==> src/rtl/fp_issue_ctrl_if.sv <==
// Bundle of command, FP-unit and response signals around fp_issue_ctrl.
// Every valid/ready pair transfers on a rising edge where both are high; a source holds valid and its payload until accepted.
interface fp_issue_ctrl_if #(
  parameter int TAG_W = 4
);
  logic             cmd_valid;
  logic             cmd_ready;
  logic [31:0]      cmd_op_a;
  logic [31:0]      cmd_op_b;
  logic             cmd_mode_fp;
  logic             cmd_round_mode;
  logic [TAG_W-1:0] cmd_tag;

  logic             fu_start;
  logic             fu_ready_out;
  logic [31:0]      fu_op_a;
  logic [31:0]      fu_op_b;
  logic             fu_mode_fp;
  logic             fu_round_mode;
  logic             fu_valid_out;
  logic             fu_ready_in;
  logic [31:0]      fu_result;
  logic [4:0]       fu_flags;

  logic             rsp_valid;
  logic             rsp_ready;
  logic [31:0]      rsp_result;
  logic [4:0]       rsp_flags;
  logic [TAG_W-1:0] rsp_tag;

  logic [4:0]       sticky_flags;
  logic             flags_clr;
  logic             proto_err;
  logic             idle;

  // Controller side.
  modport master (
    input  cmd_valid, cmd_op_a, cmd_op_b, cmd_mode_fp, cmd_round_mode, cmd_tag,
    output cmd_ready,
    output fu_start, fu_op_a, fu_op_b, fu_mode_fp, fu_round_mode, fu_ready_in,
    input  fu_ready_out, fu_valid_out, fu_result, fu_flags,
    output rsp_valid, rsp_result, rsp_flags, rsp_tag,
    input  rsp_ready,
    output sticky_flags, proto_err, idle,
    input  flags_clr
  );

  // Environment side: command source, FP unit and response consumer.
  modport slave (
    output cmd_valid, cmd_op_a, cmd_op_b, cmd_mode_fp, cmd_round_mode, cmd_tag,
    input  cmd_ready,
    input  fu_start, fu_op_a, fu_op_b, fu_mode_fp, fu_round_mode, fu_ready_in,
    output fu_ready_out, fu_valid_out, fu_result, fu_flags,
    input  rsp_valid, rsp_result, rsp_flags, rsp_tag,
    output rsp_ready,
    input  sticky_flags, proto_err, idle,
    output flags_clr
  );
endinterface

==> src/rtl/fp_issue_ctrl.sv <==
// Issues tagged commands to one FP unit, tracks in-flight tags in a FIFO and
// returns in-order tagged results through a 2-entry response buffer.
module fp_issue_ctrl #(
  parameter int TAG_W   = 4,
  parameter int MAX_OUT = 4
) (
  input  logic          clk,
  input  logic          rst,
  fp_issue_ctrl_if.master bus
);
  localparam int PW = (MAX_OUT > 1) ? $clog2(MAX_OUT) : 1;
  localparam int CW = $clog2(MAX_OUT + 1);
  localparam logic [CW-1:0] MAX_CNT = CW'(MAX_OUT);

  typedef struct packed {
    logic [31:0]      result;
    logic [4:0]       flags;
    logic [TAG_W-1:0] tag;
  } rsp_t;

  logic [CW-1:0]    outstanding;
  logic [TAG_W-1:0] tag_mem [MAX_OUT];
  logic [PW-1:0]    tag_wr_ptr;
  logic [PW-1:0]    tag_rd_ptr;

  rsp_t             rsp_mem [2];
  logic             rsp_wr_ptr;
  logic             rsp_rd_ptr;
  logic [1:0]       rsp_count;

  logic [4:0]       sticky_q;
  logic             proto_q;

  logic             can_issue;
  logic             issue;
  logic             ret;
  logic             ret_valid;
  logic             ret_bad;
  logic             rsp_rd;
  rsp_t             rsp_head;

  // Credit check deliberately ignores a same-cycle retire.
  assign can_issue = bus.fu_ready_out & (outstanding < MAX_CNT);
  assign issue     = bus.cmd_valid & can_issue;
  assign ret       = bus.fu_valid_out & bus.fu_ready_in;
  assign ret_valid = ret & (outstanding != '0);
  assign ret_bad   = ret & (outstanding == '0);
  assign rsp_rd    = bus.rsp_valid & bus.rsp_ready;
  assign rsp_head  = rsp_mem[rsp_rd_ptr];

  assign bus.cmd_ready     = can_issue;
  assign bus.fu_start      = issue;
  assign bus.fu_op_a       = bus.cmd_op_a;
  assign bus.fu_op_b       = bus.cmd_op_b;
  assign bus.fu_mode_fp    = bus.cmd_mode_fp;
  assign bus.fu_round_mode = bus.cmd_round_mode;
  assign bus.fu_ready_in   = (rsp_count < 2'd2);

  assign bus.rsp_valid     = (rsp_count != 2'd0);
  assign bus.rsp_result    = rsp_head.result;
  assign bus.rsp_flags     = rsp_head.flags;
  assign bus.rsp_tag       = rsp_head.tag;
  assign bus.sticky_flags  = sticky_q;
  assign bus.proto_err     = proto_q;
  assign bus.idle          = (outstanding == '0) & (rsp_count == 2'd0);

  always_ff @(posedge clk or posedge rst) begin
    if (rst) begin
      outstanding <= '0;
      tag_wr_ptr  <= '0;
      tag_rd_ptr  <= '0;
    end else begin
      if (issue)     tag_wr_ptr <= tag_wr_ptr + 1'b1;
      if (ret_valid) tag_rd_ptr <= tag_rd_ptr + 1'b1;
      case ({issue, ret_valid})
        2'b10:   outstanding <= outstanding + 1'b1;
        2'b01:   outstanding <= outstanding - 1'b1;
        default: outstanding <= outstanding;
      endcase
    end
  end

  // Storage arrays carry no reset; validity lives in the pointers and counts.
  always_ff @(posedge clk) begin
    if (issue)     tag_mem[tag_wr_ptr] <= bus.cmd_tag;
    if (ret_valid) rsp_mem[rsp_wr_ptr] <= '{result: bus.fu_result, flags: bus.fu_flags,
                                            tag: tag_mem[tag_rd_ptr]};
  end

  always_ff @(posedge clk or posedge rst) begin
    if (rst) begin
      rsp_wr_ptr <= 1'b0;
      rsp_rd_ptr <= 1'b0;
      rsp_count  <= 2'd0;
    end else begin
      if (ret_valid) rsp_wr_ptr <= ~rsp_wr_ptr;
      if (rsp_rd)    rsp_rd_ptr <= ~rsp_rd_ptr;
      case ({ret_valid, rsp_rd})
        2'b10:   rsp_count <= rsp_count + 2'd1;
        2'b01:   rsp_count <= rsp_count - 2'd1;
        default: rsp_count <= rsp_count;
      endcase
    end
  end

  // A flag arriving in the clear cycle survives the clear.
  always_ff @(posedge clk or posedge rst) begin
    if (rst) begin
      sticky_q <= '0;
      proto_q  <= 1'b0;
    end else begin
      sticky_q <= (bus.flags_clr ? 5'd0 : sticky_q) | (ret_valid ? bus.fu_flags : 5'd0);
      if (ret_bad) proto_q <= 1'b1;
    end
  end
endmodule
==> src/flat_wrapper.sv <==
// flat-port wrapper written by rule: the top's interface ports become plain ports
module fp_issue_ctrl_flat 
#(
  parameter int TAG_W   = 4,
  parameter int MAX_OUT = 4
)
  (clk, rst, bus_cmd_valid, bus_cmd_op_a, bus_cmd_op_b, bus_cmd_mode_fp, bus_cmd_round_mode, bus_cmd_tag, bus_cmd_ready, bus_fu_start, bus_fu_op_a, bus_fu_op_b, bus_fu_mode_fp, bus_fu_round_mode, bus_fu_ready_in, bus_fu_ready_out, bus_fu_valid_out, bus_fu_result, bus_fu_flags, bus_rsp_valid, bus_rsp_result, bus_rsp_flags, bus_rsp_tag, bus_rsp_ready, bus_sticky_flags, bus_proto_err, bus_idle, bus_flags_clr);
  fp_issue_ctrl_if #(.TAG_W(TAG_W)) bus_i ();
  input  logic clk;
  input  logic rst;
  input wire logic [$bits(bus_i.cmd_valid)-1:0] bus_cmd_valid;
  input wire logic [$bits(bus_i.cmd_op_a)-1:0] bus_cmd_op_a;
  input wire logic [$bits(bus_i.cmd_op_b)-1:0] bus_cmd_op_b;
  input wire logic [$bits(bus_i.cmd_mode_fp)-1:0] bus_cmd_mode_fp;
  input wire logic [$bits(bus_i.cmd_round_mode)-1:0] bus_cmd_round_mode;
  input wire logic [$bits(bus_i.cmd_tag)-1:0] bus_cmd_tag;
  output wire logic [$bits(bus_i.cmd_ready)-1:0] bus_cmd_ready;
  output wire logic [$bits(bus_i.fu_start)-1:0] bus_fu_start;
  output wire logic [$bits(bus_i.fu_op_a)-1:0] bus_fu_op_a;
  output wire logic [$bits(bus_i.fu_op_b)-1:0] bus_fu_op_b;
  output wire logic [$bits(bus_i.fu_mode_fp)-1:0] bus_fu_mode_fp;
  output wire logic [$bits(bus_i.fu_round_mode)-1:0] bus_fu_round_mode;
  output wire logic [$bits(bus_i.fu_ready_in)-1:0] bus_fu_ready_in;
  input wire logic [$bits(bus_i.fu_ready_out)-1:0] bus_fu_ready_out;
  input wire logic [$bits(bus_i.fu_valid_out)-1:0] bus_fu_valid_out;
  input wire logic [$bits(bus_i.fu_result)-1:0] bus_fu_result;
  input wire logic [$bits(bus_i.fu_flags)-1:0] bus_fu_flags;
  output wire logic [$bits(bus_i.rsp_valid)-1:0] bus_rsp_valid;
  output wire logic [$bits(bus_i.rsp_result)-1:0] bus_rsp_result;
  output wire logic [$bits(bus_i.rsp_flags)-1:0] bus_rsp_flags;
  output wire logic [$bits(bus_i.rsp_tag)-1:0] bus_rsp_tag;
  input wire logic [$bits(bus_i.rsp_ready)-1:0] bus_rsp_ready;
  output wire logic [$bits(bus_i.sticky_flags)-1:0] bus_sticky_flags;
  output wire logic [$bits(bus_i.proto_err)-1:0] bus_proto_err;
  output wire logic [$bits(bus_i.idle)-1:0] bus_idle;
  input wire logic [$bits(bus_i.flags_clr)-1:0] bus_flags_clr;
  assign bus_i.cmd_valid = bus_cmd_valid;
  assign bus_i.cmd_op_a = bus_cmd_op_a;
  assign bus_i.cmd_op_b = bus_cmd_op_b;
  assign bus_i.cmd_mode_fp = bus_cmd_mode_fp;
  assign bus_i.cmd_round_mode = bus_cmd_round_mode;
  assign bus_i.cmd_tag = bus_cmd_tag;
  assign bus_cmd_ready = bus_i.cmd_ready;
  assign bus_fu_start = bus_i.fu_start;
  assign bus_fu_op_a = bus_i.fu_op_a;
  assign bus_fu_op_b = bus_i.fu_op_b;
  assign bus_fu_mode_fp = bus_i.fu_mode_fp;
  assign bus_fu_round_mode = bus_i.fu_round_mode;
  assign bus_fu_ready_in = bus_i.fu_ready_in;
  assign bus_i.fu_ready_out = bus_fu_ready_out;
  assign bus_i.fu_valid_out = bus_fu_valid_out;
  assign bus_i.fu_result = bus_fu_result;
  assign bus_i.fu_flags = bus_fu_flags;
  assign bus_rsp_valid = bus_i.rsp_valid;
  assign bus_rsp_result = bus_i.rsp_result;
  assign bus_rsp_flags = bus_i.rsp_flags;
  assign bus_rsp_tag = bus_i.rsp_tag;
  assign bus_i.rsp_ready = bus_rsp_ready;
  assign bus_sticky_flags = bus_i.sticky_flags;
  assign bus_proto_err = bus_i.proto_err;
  assign bus_idle = bus_i.idle;
  assign bus_i.flags_clr = bus_flags_clr;
  fp_issue_ctrl #(.TAG_W(TAG_W), .MAX_OUT(MAX_OUT)) u_core (.clk(clk), .rst(rst), .bus(bus_i));
endmodule
==> config.mk <==
export PLATFORM = sky130hd
export DESIGN_NAME = fp_issue_ctrl_flat
export DESIGN_NICKNAME = d
export VERILOG_FILES = /design/src/rtl/fp_issue_ctrl_if.sv /design/src/rtl/fp_issue_ctrl.sv /design/src/flat_wrapper.sv
export SDC_FILE = /design/constraint.sdc
export NUM_CORES = 1
export LEC_CHECK = 0
export CAP_MARGIN = 0
export CELL_PAD_IN_SITES_DETAIL_PLACEMENT = 2
export CELL_PAD_IN_SITES_GLOBAL_PLACEMENT = 2
export CORE_ASPECT_RATIO = 1.1
export CORE_MARGIN = 2
export CORE_UTILIZATION = 29
export CTS_BUF_LIST = sky130_fd_sc_hd__clkbuf_16
export DETAILED_ROUTE_END_ITERATION = 10
export MAX_ROUTING_LAYER = met4
export PLACE_DENSITY_LB_ADDON = 0.12
export SLEW_MARGIN = 0
export SYNTH_ARGS = -nofsm -noshare
export SYNTH_HDL_FRONTEND = slang
export SYNTH_SLANG_ARGS = --single-unit
==> constraint.sdc <==
create_clock -name clk -period 8.2 [get_ports clk]
set_clock_uncertainty 0.05 [all_clocks]
set_input_delay 1.64 -clock clk [delete_from_list [all_inputs] [get_ports clk]]
set_output_delay 1.64 -clock clk [all_outputs]
set_load 0.1 [all_outputs]
# After elaboration in Yosys (flattened, before gate mapping)
# Memories as Yosys holds them, arrays and structs flattened.
# Index checks and enable logic that the tools add are counted.
# W data, S select, Z words.
# totals
inputBits,114
register_bits,17
out_inout_bits,118
elab_cells,46
memories,2
ramBits,98
latch_bits,0
mem_bits_ro,0
# op_classes
bitwise,10
addsub,6
muxes,8
reduce_logical,6
shifts,0
n_eq_ne,4
n_div,0
order_cmp,2
mul,0
# mem_list
name,words,word_bits,rd,rd_ports_with_merged_regs,wr,line,rtl
u_core.rsp_mem,2,41,1,0,1,fp_issue_ctrl.sv:26,rsp_t rsp_mem [2];
u_core.tag_mem,4,4,1,0,1,fp_issue_ctrl.sv:22,logic [TAG_W-1:0] tag_mem [MAX_OUT];
# op_table
cell,count
$mux W5,2
$and A1 B1 Y1,7
$add A2 B1 Y2 const B,3
$pmux W3 S2,1
$reduce_bool A2 Y1,3
$or A5 B5 Y5,1
$eq A2 B1 Y1 const B,2
$eq A2 B2 Y1 const B,2
$mux W1,4
$pmux W2 S2,1
$add A3 B1 Y3 const B,1
$logic_not A3 Y1,1
$lt A3 B3 Y1 const B,1
$reduce_bool A3 Y1,1
$sub A3 B1 Y3 const B,1
$logic_not A2 Y1,1
$lt A2 B2 Y1 const B,1
$not A1 Y1,2
$sub A2 B1 Y2 const B,1

# Logic depth before layout (Yosys ltp)
# Gate-level depths: netlist (run 1).
# depth
word_depth,5
ltp_mapped,10
ltp_nobuf,9

# Worst setup path after synthesis (run 1)
# Ideal clock, no wire load.
# synth_timing
path_kind,in2out
start,in bus_fu_ready_out
end,out bus_fu_start
path_buffers,1
path_stages,3
slack_ps,2829
arrival_ps,3681
t_required_ps,6510
path_cell_list,nor2b_2 > and2_1 > clkbuf_1
# synth_via
elab_chain_cells,2
# synth_lines
item,line,rtl
"start, declared",flat_wrapper.sv:24,input wire logic [$bits(bus_i.fu_ready_out)-1:0] bus_fu_ready_out;
$and A1 B1 Y1,fp_issue_ctrl.sv:43,assign can_issue = bus.fu_ready_out & (outstanding < MAX_CNT);
$and A1 B1 Y1,fp_issue_ctrl.sv:44,assign issue = bus.cmd_valid & can_issue;
"end, declared",flat_wrapper.sv:18,output wire logic [$bits(bus_i.fu_start)-1:0] bus_fu_start;
# No other way between the ends.

# Final worst setup path (run 1)
# Ends and elaborated chain as after synthesis.

==> impl_metrics.csv, run 1 <==
group,metric,value,unit
critical_path,ff2ff_path_depth,5,
synth,synthCells,288,
die,die_y,140,um
timing,final_hold_viol_count,0,
critical_path,crit_top_cell,"clkdlybuf4s50_1",
critical_path,setup.worst_path.start_class,"input port",
cts,clk_latency,410,ps
die,core.rowCount,49,
cts,cts_tree,"built",
status,status,"complete, no violations",
critical_path,crit_path_start,"bus_fu_ready_out",
die,io_pins,232,
grt,antenna_found_initial,0,
cts,holdBufCountCts,0,
power,leakagePower,2.20,nW
timing,slew_viol_final,0,
synth,synth-adder-area-share,0.0195,
routing,viasPerCell,4.36,
routing,first_pass_iters,4,
finish,fin_util,0.376,
critical_path,critical-path-top-delay-family,"buffers and inverters",
placed_design,dp_cells,519,
critical_path,crit_buf_inv,2,
synth,netlist_area,4870,um^2
critical_path,crit_path_cell_trace,"clkdlybuf4s50_1 > nor2b_2 > and2_1 > clkdlybuf4s50_1",
critical_path,cp-endpoint,"bus_fu_start",
synth,synthXorXnorAreaFrac,0.0198,
finish,drive_above_1_share,0.236,
min_path,hold_class,"flip-flop to flip-flop",
cts,ctsResizeCount,0,
synth,synthSimpleGateAreaFrac,0.0228,
grt,overflow,0,
timing,tns,0,ps
routing,ant_nets,0,
timing,final.min_clock_period,5410,ps
cts,post_cts_buffers,0,
cts,clkTransAtPathRegs,50,ps
synth,synth_mux_area_frac,0.118,
synth,synth-compound-area-share,0.0105,
timing,holdWs,418,ps
finish,mostFrequentLayoutCells,"clkdlybuf4s50_1, edfxtp_1, mux2_2",
critical_path,worstPathMaxFanout,6,
cts,htree_levels,4,
cts,cts_buffer_depth,2,
placed_design,routabilityCongestion,0.641,
finish,diodes,0,
critical_path,path_depth,4,
synth,synth-seq-cells,115,
die,start_util,0.297,
die,dieWidth,128,um
timing,fin_crit_sh,0.660,
finish,final_common_cell,"clkdlybuf4s50_1",
timing,final-setup-viol-count,0,
cts,root_buffer,"clkbuf_16",
critical_path,crit-reg2reg-launch,"u_core.rsp_count[1]$_DFFE_PP0P_",
routing,met1_length,4.14,mm
routing,vias,2402,
die,die_area,17900,um^2
routing,drc_errors,0,
finish,nNetsFinal,455,
power,combPwrFrac,0.452,
critical_path,arrival,3720,ps
routing,avgRoutedWirePerCell,18.1,um
grt,grt_max_degree,43,
synth,postSynthAreaPerCell,16.9,um^2
critical_path,critPathSlowestCell,"clkdlybuf4s50_1",
power,pwr-share-seq,0.304,
grt,grt_pass1_vias,2731,
critical_path,r2r_end,"u_core.rsp_mem[0][4]$_DFFE_PP_",
synth,seq_area_frac_synth,0.691,
timing,tightest_slew,1070,ps
critical_path,path_class,"input port to output port",
synth,synth_top_area_share,0.604,
timing,fmax,185,MHz
synth,synth_area_leaders,"edfxtp_1, buf_4, mux2_2",
power,powerDensity,472,nW/um^2
power,swShare,0.448,
synth,synth.distinct_cells,26,
finish,stdcell_count,551,
synth,synth_top_family_by_area,"buffers and inverters",
power,ir_drop,0.000211,V
timing,rsz0062_at_grt,"no",
min_path,hold_start,"u_core.bus.proto_err$_DFFE_PP0P_",
routing,dr.first_iter.drc_count,103,
finish,fillCellCount,1606,
critical_path,slowest_delay,1160,ps
cts,cts_buffers,17,
die,core-area,16400,um^2
power,p_sw,1.30,mW
routing,wl_met2,4.93,mm
timing,relSlewSlack,0.288,
critical_path,required,6510,ps
critical_path,regToRegSetupSlack,5900,ps
routing,routed-wl-met3,668,um
power,power.total,2.92,mW
finish,syn_to_final_growth,26.8,%
cts,cts.sinks,115,
power,power_frac_clock,0.244,
routing,dr.max_layer_used,"met4",
grt,grt_util_all_layers,0.121,
power,internal_power,1.61,mW
placed_design,dpl.hpwl,6.69,mm
synth,syn_nets,409,
critical_path,end_kind,"output port",
placed_design,placement.io_buffers,99,
synth,synth.largest_area_cell,"edfxtp_1",
job,cap_violations,0,
routing,drt_wl_total,9.99,mm
grt,grt_pass1_wl,15.5,mm
synth,yosysWarnings,0,
==> power by group through the flow <==
stage	registers [mW]	clock network (mW)	logic, mW
detailed placement	0.903	0	1.33
floorplan	0.904	0	1.17
global route	0.908	0.766	1.38
finish	0.886	0.712	1.32
global placement	0.896	0	1.33
CTS	0.893	0.736	1.34
==> Yosys cell counts, drive strengths merged <==
master  instances
nor2            4
clkbuf          2
xnor2           7
or2             1
a22o            5
mux2i           1
inv            10
mux2           42
buf            72
xor2            4
and2            3
and3            6
or3             1
edfxtp         98
dfrtp          17
ha              6
mux4            4
nor3            1
fa              1
a21o            1
nor2b           2
==> worst min-delay path by stage <==
stage                                             to  slack [ps]  cells after the start
finish              u_core.bus.proto_err$_DFFE_PP0P_         420                      1
global route        u_core.bus.proto_err$_DFFE_PP0P_         460                      1
CTS                 u_core.bus.proto_err$_DFFE_PP0P_         430                      1
detailed placement  u_core.bus.proto_err$_DFFE_PP0P_         410                      1
global placement    u_core.bus.proto_err$_DFFE_PP0P_         420                      1
floorplan              u_core.rsp_wr_ptr$_DFFE_PP0N_         410                      1
==> flip-flops by register name, indices dropped and copies added, names as in the netlist <==
signal and count:
u_core.rsp_mem 82, u_core.tag_mem 16, u_core.bus.sticky_flags 5, u_core.outstanding 3, u_core.rsp_count 2, u_core.tag_rd_ptr 2
u_core.tag_wr_ptr 2, u_core.bus.proto_err 1, u_core.rsp_rd_ptr 1, u_core.rsp_wr_ptr 1
==> layer usage <==
metal / vias to the layer above / GRT usage
met5: - / -
met4: 0 / 0.0619
li1: 1073 / -
met2: 101 / 0.186
met3: 36 / 0.0477
met1: 1192 / 0.138
==> worst register-to-register path: stages, from the launching register on <==
cell and delay, ps:
dfrtp_1 390, nor2b_1 280, and2_4 280, inv_4 70
nor2_4 450, buf_4 450
==> kinds of logic (layout without fill, tap and decap cells) <==
family	Yosys count	count (layout)
DFF	115	115
and+or+nand+nor	18	18
adders and majority gates	7	7
xor gates and xnor gates	11	11
muxes	47	47
buffers and inverters	84	143
AOI/OAI and AO/OA	6	6
==> stage by stage <==
stage	instance area (um^2)	worst slack (ps)
finish	6180	2790
global route	6180	2680
CTS	6180	2780
detailed placement	5610	2790
global placement	5610	2830
floorplan	4870	2830
==> area by class of cell <==
cell class              count  area (um^2)  share of cell area
flip-flops and latches    115         3370               0.545
multi-input cells          89          936               0.151
well taps                 204          255              0.0413
clock buffers              17          425              0.0688
clock inverters            15          151              0.0245
repair buffers            101         1010               0.163
inverters                  10         40.0             0.00648
No activity file was read; power rests on OpenSTA's default activity.
==> run 2: changes to the inputs <==
Settings changed: CORE_UTILIZATION 29 to 24.
Clock period 8.2 ns to 4.5 ns, I/O delays scaled along.
==> run 2 against run 1 <==
  * First-iteration DRC count is 26% lower
  * Cell area fell by 1.1%
  * Combinational power is 78% higher
==> impl_metrics.csv, run 2 (synthesized netlist as in run 1, its figures left out) <==
group,metric,value,unit
critical_path,required,3550,ps
critical_path,critPathSlowestCell,"clkdlybuf4s50_1",
power,combPwrFrac,0.451,
power,p_sw,2.39,mW
cts,clkTransAtPathRegs,50,ps
timing,slew_viol_final,0,
cts,clk_latency,410,ps
die,die_area,21500,um^2
routing,first_pass_iters,3,
grt,grt_max_degree,43,
critical_path,crit_path_cell_trace,"or3_4 > nor2_1 > clkdlybuf4s50_1",
timing,tightest_slew,1060,ps
timing,tns,0,ps
critical_path,arrival,2550,ps
placed_design,placement.io_buffers,99,
finish,final_area,6120,um^2
finish,fillCellCount,2044,
power,leakagePower,2.23,nW
cts,root_buffer,"clkbuf_16",
cts,holdBufCountCts,0,
grt,overflow,0,
routing,dr.first_iter.drc_count,76,
timing,final.min_clock_period,3500,ps
cts,cts_tree,"built",
finish,multi_input_area,936,um^2
grt,grt_pass1_wl,15.6,mm
die,die_y,153,um
routing,drc_errors,0,
critical_path,path_class,"flip-flop to output port",
power,swShare,0.458,
die,core.rowCount,54,
grt,grt_util_all_layers,0.100,
finish,drive_above_1_share,0.368,
routing,drt_wl_total,10.0,mm
timing,final_hold_viol_count,0,
die,dieWidth,140,um
die,core-area,19900,um^2
finish,diodes,0,
timing,final-setup-viol-count,0,
critical_path,regToRegSetupSlack,2430,ps
power,pwr-share-seq,0.310,
finish,stdcell_count,600,
placed_design,dp_cells,568,
timing,fmax,286,MHz
finish,syn_to_final_growth,25.5,%
timing,fin_crit_sh,0.777,
critical_path,setup.worst_path.start_class,"flip-flop",
routing,vias,2390,
cts,ctsResizeCount,0,
die,start_util,0.245,
finish,seq_area,3370,um^2
finish,fin_util,0.308,
status,status,"complete, no violations",
finish,nNetsFinal,456,
min_path,hold_class,"flip-flop to flip-flop",
finish,final_common_cell,"edfxtp_1",
timing,rsz0062_at_grt,"no",
timing,relSlewSlack,0.295,
grt,grt_pass1_vias,2725,
power,powerDensity,852,nW/um^2
finish,largest-register,"u_core.rsp_mem",
routing,viasPerCell,3.98,
cts,cts.sinks,115,
placed_design,routabilityCongestion,0.681,
die,io_pins,232,
placed_design,dpl.hpwl,6.64,mm
routing,ant_nets,0,
power,internal_power,2.83,mW
cts,post_cts_buffers,0,
cts,cts_buffer_depth,2,
critical_path,end_kind,"output port",
routing,avgRoutedWirePerCell,16.7,um
grt,antenna_found_initial,0,
job,cap_violations,0,
cts,htree_levels,4,
cts,cts_buffers,17,
critical_path,worstPathMaxFanout,4,
power,power_frac_clock,0.240,
finish,largest_reg_flops,82,
critical_path,slowest_delay,1150,ps
placed_design,postPlaceCellArea,5570,um^2
finish,mostFrequentLayoutCells,"edfxtp_1, clkdlybuf4s50_1, buf_4",
power,ir_drop,0.000368,V
## run 2: stage by stage
stage / hold WS (ps) / power (mW) / setup WS, ps
6_report: 430 / 5.21 / 1000
5_1_grt: 473 / 5.45 / 901
4_1_cts: 433 / 5.31 / 964
3_5_place_dp: 410 / 4.03 / 1360
3_3_place_gp: 418 / 4.02 / 1440
2_1_floorplan: 409 / 3.77 / 465
## run 2: power by group through the flow
stage	logic [mW]	clock network [mW]	registers, mW
final	2.35	1.25	1.61
after global routing	2.45	1.34	1.66
after CTS	2.39	1.29	1.63
after detailed placement	2.38	0	1.65
after global placement	2.38	0	1.64
after floorplan	2.12	0	1.65
## run 2: area by class of cell
| class | instances | share of cell area |
|---|---|---|
| Inverter | 10 | 0.00655 |
| Multi-Input combinational cell | 89 | 0.153 |
| Timing Repair Buffer | 102 | 0.148 |
| Tap cell | 252 | 0.0515 |
| Sequential cell | 115 | 0.551 |
| Clock inverter | 15 | 0.0205 |
| Clock buffer | 17 | 0.0695 |
## run 2: final timing paths
path | startpoint | end | cells after the start
worst max-delay path | u_core.outstanding[0]$_DFFE_PP0P_ | bus_idle | 3
worst min-delay path | u_core.bus.proto_err$_DFFE_PP0P_ | u_core.bus.proto_err$_DFFE_PP0P_ | 1
worst max register to register | u_core.rsp_count[1]$_DFFE_PP0P_ | u_core.outstanding[2]$_DFFE_PP0P_ | 8
worst min register to register | u_core.bus.proto_err$_DFFE_PP0P_ | u_core.bus.proto_err$_DFFE_PP0P_ | 1
max in group asynchronous | rst | u_core.rsp_rd_ptr$_DFFE_PP0P_ | 2
min in group asynchronous | rst | u_core.bus.proto_err$_DFFE_PP0P_ | 2
## run 2: per-layer routing
layer | vias up | wire [um] | GRT usage
met4 | 0 | 176 | 0.0371
li1 | 1072 | - | -
met1 | 1188 | 4370 | 0.120
met2 | 102 | 4770 | 0.150
met3 | 28 | 677 | 0.0420
met5 | - | 0 | -
## run 2: worst max-delay path, delay by kind of cell (launching register included)
family | cells | cell delay [ps]
flip-flops | 1 | 420
AND/OR/NAND/NOR | 2 | 570
buffers and inverters | 1 | 1150
==> run 3: changes to the inputs <==
Settings changed: CORE_UTILIZATION 24 to 27.
Clock period 4.5 ns to 3.4 ns, I/O delays scaled along.
==> run 3 against run 2 <==
  * Cell area rose by 1.2%
  * Critical path depth did not move
  * Register-to-register slack got worse by 1100 ps
  * Worst hold slack improved by 6.9 ps
  * Sequential power rose by 29%
  * Largest power group unchanged
  * Highest routed layer unchanged
==> impl_metrics.csv, run 3 (synthesized netlist as in run 1, its figures left out) <==
group,metric,value,unit
finish,nNetsFinal,456,
routing,first_pass_iters,4,
power,ir_drop,0.000453,V
die,io_pins,232,
die,core.rowCount,51,
placed_design,routabilityCongestion,0.659,
critical_path,setup.worst_path.start_class,"flip-flop",
grt,grt_max_degree,42,
placed_design,dp_cells,554,
critical_path,path_class,"flip-flop to output port",
timing,final.min_clock_period,2650,ps
cts,cts_tree,"built",
min_path,hold_path_depth,1,
finish,drive_above_1_share,0.399,
die,die_area,19100,um^2
critical_path,r2r_end,"u_core.outstanding[2]$_DFFE_PP0P_",
routing,viasPerCell,4.14,
timing,tns,0,ps
routing,vias,2428,
critical_path,regToRegSetupSlack,1300,ps
grt,grt_util_all_layers,0.116,
routing,ant_nets,0,
die,dieWidth,132,um
critical_path,critical-path-top-delay-family,"flip-flops",
grt,overflow,0,
die,start_util,0.276,
finish,largest-register,"u_core.rsp_mem",
cts,cts.sinks,115,
cts,clk_latency,410,ps
critical_path,worstPathMaxFanout,29,
timing,timing.final.ws_setup,747,ps
timing,tightest_slew,673,ps
timing,final_hold_viol_count,0,
placed_design,dpl.hpwl,6.81,mm
die,core-area,17700,um^2
routing,drc_errors,0,
min_path,hold_end,"u_core.bus.proto_err$_DFFE_PP0P_",
timing,final-setup-viol-count,0,
finish,syn_to_final_growth,27.0,%
timing,slew_viol_final,0,
status,status,"complete, no violations",
cts,holdBufCountCts,0,
cts,post_cts_buffers,0,
cts,cts_buffer_depth,2,
power,powerDensity,1150,nW/um^2
min_path,hold_class,"flip-flop to flip-flop",
grt,grt_pass1_wl,16.1,mm
critical_path,crit_path_cell_trace,"buf_12 > mux2_2 > buf_4",
timing,fmax,377,MHz
die,die_y,145,um
routing,dr.first_iter.drc_count,105,
power,leakagePower,2.27,nW
finish,stdcell_count,586,
cts,root_buffer,"clkbuf_16",
cts,clkTransAtPathRegs,50,ps
critical_path,required,2670,ps
finish,fillCellCount,1791,
min_path,hold_start,"u_core.bus.proto_err$_DFFE_PP0P_",
timing,relSlewSlack,0.551,
cts,cts_buffers,17,
critical_path,arrival,1920,ps
finish,largest_reg_flops,82,
critical_path,crit-reg2reg-launch,"u_core.rsp_count[1]$_DFFE_PP0P_",
critical_path,end_kind,"output port",
cts,ctsResizeCount,0,
critical_path,ff2ff_path_depth,8,
cts,htree_levels,4,
placed_design,placement.io_buffers,99,
grt,antenna_found_initial,0,
placed_design,post-place-ws,488,ps
critical_path,critPathSlowestCell,"dfrtp_2",
critical_path,crit_buf_inv,2,
critical_path,slowest_delay,610,ps
job,cap_violations,0,
finish,diodes,0,
grt,grt_pass1_vias,2761,
finish,mostFrequentLayoutCells,"edfxtp_1, buf_4, clkdlybuf4s50_1",
timing,rsz0062_at_grt,"no",
routing,avgRoutedWirePerCell,17.5,um
timing,fin_crit_sh,0.780,
routing,drt_wl_total,10.3,mm
finish,final_common_cell,"edfxtp_1",
==> run 3: through the flow <==
stage	utilization	power [mW]	hold WS, ps	cell area, um^2
finish	0.350	7.13	437	6190
global placement	0.315	5.34	424	5580
CTS	0.350	7.25	433	6190
global route	0.350	7.42	471	6190
detailed placement	0.315	5.37	409	5580
floorplan	-	4.99	427	4880
==> run 3: metal layers <==
metal  global-route usage  share of wire  vias to the layer above
met5                    -              0                        -
met4               0.0554          0.022                        0
met3               0.0514          0.068                       35
met2                0.177           0.50                       98
met1                0.131           0.41                     1230
li1                     -              -                     1065
==> run 3: report_power, final <==
part           switching [mW]  internal [mW]  total, mW
Sequential              0.189           1.88       2.07
Combinational            2.39          0.833       3.22
Clock                   0.627           1.22       1.84
Total                    3.20           3.93       7.13
==> run 3: worst reg2reg max path, delay by kind of cell (launching register included) <==
kind,cells,cell delay (ps)
simple gates,3,620
buf+inv,1,70
fa+ha+maj,2,590
xor+xnor,2,300
flops,1,390
==> run 3: how the worst max path moves through the flow <==
stage	slack (ps)	startpoint	depth (start not counted)	endpoint
detailed placement	490	bus_fu_valid_out	9	u_core.outstanding[2]$_DFFE_PP0P_
floorplan	70	bus_fu_ready_out	10	u_core.outstanding[2]$_DFFE_PP0P_
global route	640	u_core.rsp_rd_ptr$_DFFE_PP0P_	3	bus_rsp_result[19]
global placement	600	bus_fu_valid_out	9	u_core.outstanding[2]$_DFFE_PP0P_
CTS	680	u_core.rsp_rd_ptr$_DFFE_PP0P_	3	bus_rsp_result[19]
finish	750	u_core.rsp_rd_ptr$_DFFE_PP0P_	3	bus_rsp_result[19]
==> run 3: area by class of cell <==
cell class / instances / area (um^2) / area share
flip-flops and latches: 115 / 3370 / 0.544
clock buffers: 17 / 425 / 0.0687
inverters: 10 / 40.0 / 0.00647
well taps: 238 / 298 / 0.0481
repair buffers: 102 / 933 / 0.151
clock inverters: 15 / 190 / 0.0307
multi-input cells: 89 / 936 / 0.151
